===== config.mk =====
export PLATFORM = sky130hd
export DESIGN_NAME = fifo_wr_arbiter
export DESIGN_NICKNAME = d
export VERILOG_FILES = /design/src/rtl/fifo_wr_arbiter_pkg.sv /design/src/rtl/fifo_wr_arbiter_rr_pick.sv /design/src/rtl/fifo_wr_arbiter.sv
export SDC_FILE = /design/constraint.sdc
export NUM_CORES = 1
export LEC_CHECK = 0
export CORE_AREA = 2 2 58 60
export CTS_CLUSTER_DIAMETER = 30
export DETAILED_ROUTE_END_ITERATION = 8
export DIE_AREA = 0 0 60 62
export HOLD_SLACK_MARGIN = 0.06
export PLACE_DENSITY = 0.7
export SYNTH_ARGS = -nofsm -noshare
export SYNTH_HDL_FRONTEND = slang
export SYNTH_SLANG_ARGS = --single-unit
export TNS_END_PERCENT = 100

===== constraint.sdc =====
create_clock -name clk -period 1.9 [get_ports clk]
set_input_delay 0.38 -clock clk [delete_from_list [all_inputs] [get_ports clk]]
set_output_delay 0.38 -clock clk [all_outputs]
set_load 0.02 [all_outputs]

===== src/rtl/fifo_wr_arbiter_pkg.sv =====
// Shared types and default constants for the FIFO write arbiter.
// Latency: n/a (declarations only).
// Backpressure: n/a (declarations only).
package fifo_wr_arbiter_pkg;

    localparam int DEF_N_REQ     = 4;
    localparam int DEF_DATA_LEN  = 8;
    localparam int DEF_ID_W      = 2;
    localparam int DEF_MAX_BURST = 8;

    // Arbiter FSM: IDLE has no owner, HOLD has a registered owner.
    typedef enum logic {
        IDLE = 1'b0,
        HOLD = 1'b1
    } arb_state_t;

endpackage


===== src/rtl/fifo_wr_arbiter_rr_pick.sv =====
// Round-robin search: first set valid bit at or above ptr, wrapping modulo N_REQ.
// Latency: purely combinational.
// Backpressure: none; the caller decides when the result is used.
module rr_pick
    import fifo_wr_arbiter_pkg::*;
#(
    parameter int N_REQ = DEF_N_REQ,
    parameter int ID_W  = DEF_ID_W
) (
    input  logic [N_REQ-1:0] valid,
    input  logic [ID_W-1:0]  ptr,
    output logic             hit,
    output logic [ID_W-1:0]  idx
);

    logic [2*N_REQ-1:0] dbl;
    logic [2*N_REQ-1:0] rot;
    int                 sum;

    // Rotate the valid vector so ptr lands at bit 0, then take the lowest set bit.
    always_comb begin
        hit = 1'b0;
        idx = '0;
        sum = 0;
        dbl = {valid, valid};
        rot = dbl >> ptr;
        for (int k = 0; k < N_REQ; k++) begin
            if (!hit && rot[k]) begin
                hit = 1'b1;
                sum = int'(ptr) + k;
                if (sum >= N_REQ) begin
                    sum = sum - N_REQ;
                end
                idx = ID_W'(sum);
            end
        end
    end

endmodule


===== src/rtl/fifo_wr_arbiter.sv =====
// Round-robin arbiter granting bursts from N_REQ requesters into one sync FIFO.
// Latency: one-cycle arbitration bubble on grant; beats then pass to the FIFO combinationally.
// Backpressure: fifo_full deasserts the owner's req_ready and stalls the burst in place.
module fifo_wr_arbiter
    import fifo_wr_arbiter_pkg::*;
#(
    parameter int N_REQ     = DEF_N_REQ,
    parameter int DATA_LEN  = DEF_DATA_LEN,
    parameter int ID_W      = DEF_ID_W,
    parameter int MAX_BURST = DEF_MAX_BURST
) (
    input  logic                      clk,
    input  logic                      sys_rst_n,
    input  logic [N_REQ-1:0]          req_valid,
    input  logic [N_REQ*DATA_LEN-1:0] req_data,
    input  logic [N_REQ-1:0]          req_last,
    output logic [N_REQ-1:0]          req_ready,
    input  logic                      fifo_full,
    output logic                      fifo_wr_en,
    output logic [ID_W+DATA_LEN-1:0]  fifo_data_in,
    output logic                      busy,
    output logic [ID_W-1:0]           grant_id
);

    localparam int CNT_W = $clog2(MAX_BURST) + 1;

    arb_state_t          state;
    arb_state_t          state_nxt;
    logic [ID_W-1:0]     owner;
    logic [ID_W-1:0]     rr_ptr;
    logic [CNT_W-1:0]    beat_cnt;
    logic                pick_hit;
    logic [ID_W-1:0]     pick_idx;
    logic                own_valid;
    logic                own_last;
    logic [DATA_LEN-1:0] own_data;
    logic                burst_end;

    rr_pick #(
        .N_REQ (N_REQ),
        .ID_W  (ID_W)
    ) u_rr_pick (
        .valid (req_valid),
        .ptr   (rr_ptr),
        .hit   (pick_hit),
        .idx   (pick_idx)
    );

    // Select the owner's valid, last and payload lanes.
    always_comb begin
        own_valid = 1'b0;
        own_last  = 1'b0;
        own_data  = '0;
        for (int i = 0; i < N_REQ; i++) begin
            if (owner == ID_W'(i)) begin
                own_valid = req_valid[i];
                own_last  = req_last[i];
                own_data  = req_data[i*DATA_LEN +: DATA_LEN];
            end
        end
    end

    // Handshake outputs: only the owner sees ready, and only while the FIFO has room.
    always_comb begin
        req_ready = '0;
        if (state == HOLD && !fifo_full) begin
            req_ready = N_REQ'(1) << owner;
        end
        fifo_wr_en   = (state == HOLD) && !fifo_full && own_valid;
        fifo_data_in = {owner, own_data};
        busy         = (state == HOLD);
        grant_id     = (state == HOLD) ? owner : '0;
        burst_end    = fifo_wr_en && (own_last || (beat_cnt == CNT_W'(MAX_BURST - 1)));
    end

    // Next state: grant on any valid in IDLE, release on the closing beat of a burst.
    always_comb begin
        state_nxt = state;
        case (state)
            IDLE:    if (pick_hit)  state_nxt = HOLD;
            HOLD:    if (burst_end) state_nxt = IDLE;
            default: state_nxt = IDLE;
        endcase
    end

    // State register.
    always_ff @(posedge clk or negedge sys_rst_n) begin
        if (!sys_rst_n) begin
            state <= IDLE;
        end else begin
            state <= state_nxt;
        end
    end

    // Owner capture, beat counting and round-robin pointer advance.
    always_ff @(posedge clk or negedge sys_rst_n) begin
        if (!sys_rst_n) begin
            owner    <= '0;
            rr_ptr   <= '0;
            beat_cnt <= '0;
        end else if (state == IDLE) begin
            if (pick_hit) begin
                owner    <= pick_idx;
                beat_cnt <= '0;
            end
        end else if (fifo_wr_en) begin
            beat_cnt <= beat_cnt + CNT_W'(1);
            if (burst_end) begin
                rr_ptr <= (owner == ID_W'(N_REQ - 1)) ? '0 : owner + ID_W'(1);
            end
        end
    end

endmodule


==> metrics list, run 1 <==
- Kind of critical path: flop to primary output
- The cell area that synthesis handed to floorplanning was 936 um^2.
- Floorplan row count: 21
- Maximum cell stage delay along the critical path: 0.44 ns
- The final critical path takes up 110% of the cycle.
* Clock period minus worst slack: 2.10 ns
* Clock buffer depth: 2
- between 60 and 70 I/O pins were placed.
* Net count after synthesis: 172
- DRC viols: 0
* Share of cells above drive strength 1: between 40% and 50%
- Post-synthesis sequential area ratio: 24.1%
- Smallest setup slack after layout: -0.197 ns
- Status: finished with violations
- For this design, the sink count on the clock tree is 9.
- The cell that appears most often on the critical path is sky130_fd_sc_hd__buf_6.
* Worst Setup Start Kind: flop
* Unique masters post-synth: 35
- At the worst endpoint, the required time is 1.52 ns.
- # nets final: around 270
- Before antenna repair, the detailed router went through 4 iterations.
- Worst min-delay path class: input port to asynchronous set/reset pin
- Each instance of the synthesized netlist takes up on average 7.55 um^2.
- Timing analysis after detailed placement gives a worst setup slack of -0.396 ns.
- In this run the number of H-tree levels came out at 1.
- Compared with the post-synthesis result, the final layout area differs by 124%.
* Clock tree from TritonCTS: done
- Master cell of the clock root buffer: sky130_fd_sc_hd__clkbuf_4
- Data on the critical path arrives at its endpoint at 1.72 ns.
- In this run the tightest slew margin relative to its limit is around 69%.
- Launching instance or port of the critical path: owner[0]
- Worst skew pair latency: ~0.27 ns
- Across all register-to-register paths, the minimum setup slack is -0.13 ns.
* Placed wire-length estimate: 2870 um
- Setup repair after global routing missed its margin: true
- Global-route usage over all layers: 20.2%
- Port buffer count: 60
- The layout has 263 filler cells.
- Register area: 228 um^2
- Dividing the detail-routed via count by the number of cells gives 4.94.
* Post-Route WL: about 4000 um
- Slowest cell on crit path: sky130_fd_sc_hd__dfrtp_2
- The critical path ends at fifo_wr_en.
* Core Box Area: 3180 um^2
- STA classifies the critical path endpoint as a primary output.
* FF+latch count, synth: 9
* Starting utilization of the core area: 29.4%
* Clock slew at reported path FFs: 0.07 ns
- Entering global routing, the biggest net connects 20 pins.
- Across all hold checks on the routed design, the worst slack comes to 0.426 ns.
* Grt total ovfl: 0
- Counting the buffers created by CTS gives 3.
- In the synthesized netlist, the number of instances is 124.
* Startpoint of the worst-slack reg-to-reg timing path: owner[0]
- The die is 62 um tall.
* Total power density per cell area: approximately 1400 nW/um^2
- Violated checks: setup timing
* Cell count of the worst reg-to-reg path: 11
- List of cells traversed by the critical path: inv_2 -> buf_6 -> ha_4 -> inv_4 -> o311a_1 -> nand2_1 -> inv_1 -> buf_6
* Antenna viol nets, final: 0
- Chip Width: 60 um
* Commonest cells after routing, fill and taps aside: 44 x sky130_fd_sc_hd__clkdlybuf4s50_1, 44 x sky130_fd_sc_hd__buf_4, 21 x sky130_fd_sc_hd__nand2_1
- The via count of the first global-routing pass is 1314.
* Routed WL per cell: 14.6 um
- Initial antenna violation count: 0
* Warning count from the yosys run: 0
- Worst-path maximum fanout: 6
* Final count of hold timing violations: 0
* Total area of multi-input combinational cells: 808 um^2
- At the pin with the least slew margin, the transition time is about 0.46 ns.
* Vias post-DR: between 1000 and 1500
* Sum of negative setup slack: -2.10 ns
- Count of pins over their slew limit: 0
- The first global-routing pass estimated 5580 um of wire.
- # Max-Cap Violations: 0
* Crit Reg-Reg Endpoint: beat_cnt[3]
- The floorplan step defined a die boundary enclosing roughly 3700 um^2.
- Post-route clock skew: 0.00100 ns
- Leakage: between 0.8 and 0.9 nW
* Total of endpoints with negative setup slack in the final report: 16
- IR analysis of the VDD net gives a maximum drop of 0.000936 V.
* Placer Congestion: 0.839
- Number of design-rule violations left by the first detailed-router iteration: 69
- Achievable clock frequency: 477 MHz
- The number of antenna diodes in the final layout is 0.
## synth_stat cells, drive strengths merged
cell / instances / area, um^2
buf: 3 / 23.8
nand2b: 1 / 6.26
nor2: 3 / 11.3
o311ai: 2 / 17.5
mux2i: 2 / 20.0
nor3: 1 / 5.00
a21oi: 20 / 104
nor3b: 1 / 7.51
ha: 5 / 62.6
a21o: 2 / 15.0
o41ai: 1 / 27.5
nand3b: 9 / 67.6
a211oi: 2 / 20.0
o21a: 1 / 7.51
clkbuf: 4 / 15.0
o311a: 1 / 10.0
nor2b: 1 / 6.26
mux2: 2 / 22.5
and2: 3 / 18.8
a2111oi: 2 / 17.5
dfrtp: 9 / 225
a221o: 1 / 10.0
inv: 8 / 30.0
o31ai: 1 / 7.51
nand3: 4 / 20.0
o21ai: 11 / 55.1
o211ai: 2 / 15.0
nand2: 21 / 78.8
a32oi: 1 / 8.76
## critical path, delay by kind of cell (launching register included)
family | cells | cell delay [ns]
AND/OR/NAND/NOR | 1 | 0.09
flip-flops | 1 | 0.44
AO/OA/AOI/OAI | 1 | 0.31
buffers and inverters | 5 | 0.41
adder cells (fa/ha/maj) | 1 | 0.20
## worst min-delay path by stage
stage                        to  slack, ns  depth (start not counted)
floorplan           beat_cnt[0]       0.08                          0
CTS                   rr_ptr[0]       0.44                          1
detailed placement  beat_cnt[3]       0.49                          1
global route          rr_ptr[1]       0.45                          1
finish              beat_cnt[2]       0.43                          1
global placement    beat_cnt[3]       0.47                          1
## registers in the layout (all words and copies together) (netlist names)
register / cells
beat_cnt: 4
owner: 2
rr_ptr: 2
busy: 1
## routing by layer
| metal | GRT usage [%] | part of all wire [%] | up-vias | routed length [um] |
|---|---|---|---|---|
| li1 | - | - | 657 | - |
| met1 | 21.9 | 39 | 604 | 1530 |
| met2 | 38.8 | 50 | 70 | 1970 |
| met3 | 4.97 | 11 | 2 | 419 |
| met4 | 5.71 | 0.63 | 0 | 25 |
| met5 | 0 | 0 | - | 0 |
## power by group
part / switching, mW / total (mW) / leakage [nW] / internal, mW
sequential: 0.0903 / 0.359 / 0.111 / 0.268
clock: 0.0798 / 0.161 / 0.0150 / 0.0814
combinational: 1.19 / 2.47 / 0.771 / 1.29
## logic make-up after synthesis
logic type                 synth area share, %
muxes                                     4.55
DFF                                       24.1
adders and majority gates                 6.68
buffers and inverters                     7.35
and+or+nand+nor                           23.7
AOI/OAI and AO/OA                         33.7
## through the flow
step	util, %	std cells	power [mW]	instance area (um^2)
after CTS	64.3	268	2.93	2050
after global placement	58.2	253	2.44	1850
after floorplan	-	124	1.50	1010
final	65.8	270	2.99	2090
after global routing	65.8	270	3.19	2090
after detailed placement	58.2	253	2.48	1850
## repair_timing
action,CTS,global route
resized for setup,96,8
hold buffers,0,0
pin swaps,9,2
buffers inserted,11,3
setup endpoints to repair,20,16
## layout make-up
class	count	share of cell area, %
multi-input combinational	100	38.6
inverter	8	1.55
sequential	9	10.9
timing repair buffer	103	44.9
clock buffer	4	1.26
tap	46	2.75
Power figures use the tool's default switching activity.
==> run 2: changes to the inputs <==
- TNS_END_PERCENT: 100 -> unset
==> results of run 2 <==
Final layout, timing and power as in run 1 (identical DEF).
==> run 3: changes to the inputs <==
- SETUP_SLACK_MARGIN: unset -> 0.02
==> run 3 against run 2 <==
Compared with the run above: the run still ends with setup timing left; global-route usage rose by 0.56 points; cell count did not move; wire length increased by 1.0%; combinational power barely moved; non-clock buffer count stayed put; sequential power about the same; via count down 0.60%; fmax down 0.37%; largest cell class unchanged; largest power group unchanged.
==> metrics list, run 3 (same netlist as run 1, synthesis figures left out) <==
- The worst-case clock skew was 0.00527 ns (+0.00426 ns).
- The share of the core filled with cells came to 66.7% (+0.87 points).
- The initial antenna violation count is 0 (unchanged).
- DRC viols: 0 (unchanged)
* Commonest cells after routing, fill and taps aside: 44 x sky130_fd_sc_hd__buf_4, 42 x sky130_fd_sc_hd__clkdlybuf4s50_1, 21 x sky130_fd_sc_hd__nand2_1
- Finished Cell Area: 2120 um^2 (+1.3%)
- Pin count of the biggest net entering global routing: 13 (-35%)
* Worst hold slack: 0.425 ns (-0.000378 ns)
- Clock slew at reported path FFs: 0.07 ns (about the same)
- Most frequent standard cell in the layout excluding fill and tap cells: sky130_fd_sc_hd__buf_4
- The post-DP HPWL was 2870 um (unchanged).
* Worst EP required: 1.52 ns (about the same)
- Core Box Area: 3180 um^2 (unchanged)
* Chip height: 62 um (unchanged)
- The worst hold path belongs to the class input port to asynchronous set/reset pin.
- Slew at the pin with the worst max-slew slack: 0.468 ns (+0.00583 ns)
- Flip-flop count of the largest register, all copies and words added: 4 (unchanged)
- Area of placed instances: 1850 um^2 (unchanged)
* Clock buffer depth: 2 (unchanged)
- Routed signal wires occupy layers up through met4.
- Leakage: 0.931 nW (+3.8%)
- Register containing the most flip-flops in the final layout: beat_cnt
- The top-level I/O count is 61 (unchanged).
- The worst slack at placement is -0.396 ns (unchanged).
* H-tree level count: 1 (unchanged)
- Achievable clock frequency: 475 MHz (-0.37%)
* Total power density per cell area: 1420 nW/um^2 (-0.41%)
- # nets final: 273 (unchanged)
* Vias post-DR: 1325 (-0.60%)
- Share of cells above drive strength 1: 42.9% (unchanged)
* Count of pins over their slew limit: 0 (unchanged)
* Post-Route WL: 3980 um (+1.0%)
- The via count of the first global-routing pass is 1326 (+0.91%).
- Largest voltage drop on the vdd net: 0.000923 V (-1.3%)
- The critical path is of the flop to primary output type.
* Wire length on met2: 1950 um (-0.81%)
- The number of nets with antenna violations after routing came to 0 (unchanged).
- The maximum fanout along the worst path is 6 (unchanged).
- The die area was 3720 um^2 (unchanged).
* Chip Width: 60 um (unchanged)
- The starting density of the core is 29.4% (unchanged).
* First-pass iteration count of the detailed router: 4 (unchanged)
- The aggregate global-route resource usage is 20.8% (+0.56 points).
- Hold Buf Count CTS: 0 (unchanged)
- Port buffer count: 60 (unchanged)
- Floorplan row count: 21 (unchanged)
* Placer Congestion: 0.839 (unchanged)
- The final hold violation count is 0 (unchanged).
* Master cell of the clock root buffer: sky130_fd_sc_hd__clkbuf_4
* Wl on met1: 1590 um (+4.0%)
- Clock tree from TritonCTS: done
- Type of element capturing the critical path: primary output
- Antenna cell count: 0 (unchanged)
- The DRC violation total after the first TritonRoute iteration is 80 (+16%).
- Routed WL per cell: 14.7 um (+1.0%)
- Setup repair after global routing missed its margin: true
* Num Clock Sinks: 9 (unchanged)
- The via-per-instance ratio was 4.91 (-0.60%).
- Worst skew pair latency: 0.27 ns (about the same)
* Violated checks: setup timing
- The run finished, with violations left.
- Clock period minus worst slack: 2.10 ns (+0.00785 ns)
- The sum of overflow across all layers after global routing was 0 (unchanged).
* Total of endpoints with negative setup slack in the final report: 14 (-2)
- The headroom to the max-slew limit came to 68.7% (-0.39 points).
- The post-route fraction of the period consumed by the critical path was 111% (+0.41 points).
* Metal3 WL: 414 um (-1.2%)
- STA classifies the critical path startpoint as a flop.
* Leading registers by flop count: beat_cnt (4), owner (2), rr_ptr (2)
- # Max-Cap Violations: 0 (unchanged)
- Data arrival time of the worst path: 1.72 ns (about the same)
* Smallest setup slack after layout: -0.204 ns (-0.00785 ns)
* Number of buffers added by the clock tree synthesis step: 3 (unchanged)
- P&R area growth vs syn: 127%
- The wire length of the first global-routing pass was 5730 um (+2.6%).
run 3: cell type report:
| cell class | instances | area [um^2] |
|---|---|---|
| Timing Repair Buffer | 103 | 967 |
| Sequential cell | 9 | 228 |
| Inverter | 8 | 32.5 |
| Clock buffer | 4 | 26.3 |
| Fill cell | 261 | 1060 |
| Tap cell | 46 | 57.6 |
| Multi-Input combinational cell | 100 | 810 |
run 3: path summary, 6_finish.rpt:
kind,to,from,cells past startpoint,slack (ns)
max in group asynchronous,owner[0],sys_rst_n,1,1.13
min reg2reg,beat_cnt[0],beat_cnt[0],1,0.53
min,rr_ptr[0],sys_rst_n,1,0.43
max reg2reg,rr_ptr[1],owner[1],6,-0.11
min in group clk,beat_cnt[0],beat_cnt[0],1,0.53
max,fifo_wr_en,owner[0],8,-0.20
run 3: routing by layer:
layer | global-route usage (%) | vias up
met3 | 4.97 | 2
met1 | 23.0 | 597
met5 | 0 | -
li1 | - | 657
met4 | 5.40 | 0
met2 | 39.6 | 69
run 3: critical path: stages (launching register included):
cell	delay, ns
sky130_fd_sc_hd__dfrtp_2	0.44
sky130_fd_sc_hd__inv_2	0.08
sky130_fd_sc_hd__buf_6	0.10
sky130_fd_sc_hd__ha_4	0.20
sky130_fd_sc_hd__inv_4	0.05
sky130_fd_sc_hd__o311a_1	0.31
sky130_fd_sc_hd__nand2_1	0.09
sky130_fd_sc_hd__inv_1	0.06
sky130_fd_sc_hd__buf_6	0.12
run 3: power by group:
group / switching [mW] / total, mW / leakage (nW) / internal [mW]
Sequential: 0.0931 / 0.361 / 0.111 / 0.268
Combinational: 1.19 / 2.50 / 0.805 / 1.30
Clock: 0.0802 / 0.162 / 0.0150 / 0.0814
Total: 1.37 / 3.02 / 0.931 / 1.65
run 3: repair_timing:
item / in CTS / in global routing
resized for setup: 96 / 8
endpoints found under the setup margin: 21 / 17
pin swaps: 10 / 1
buffers inserted: 11 / 1
cloned: 1 / 0
run 3: per-stage QoR:
step / power, mW / instances / TNS [ns]
3_3_place_gp: 2.44 / 253 / -4.83
2_1_floorplan: 1.50 / 124 / -0.0783
5_1_grt: 3.22 / 270 / -3.41
3_5_place_dp: 2.48 / 253 / -5.27
4_1_cts: 2.96 / 269 / -1.96
6_report: 3.02 / 270 / -2.00
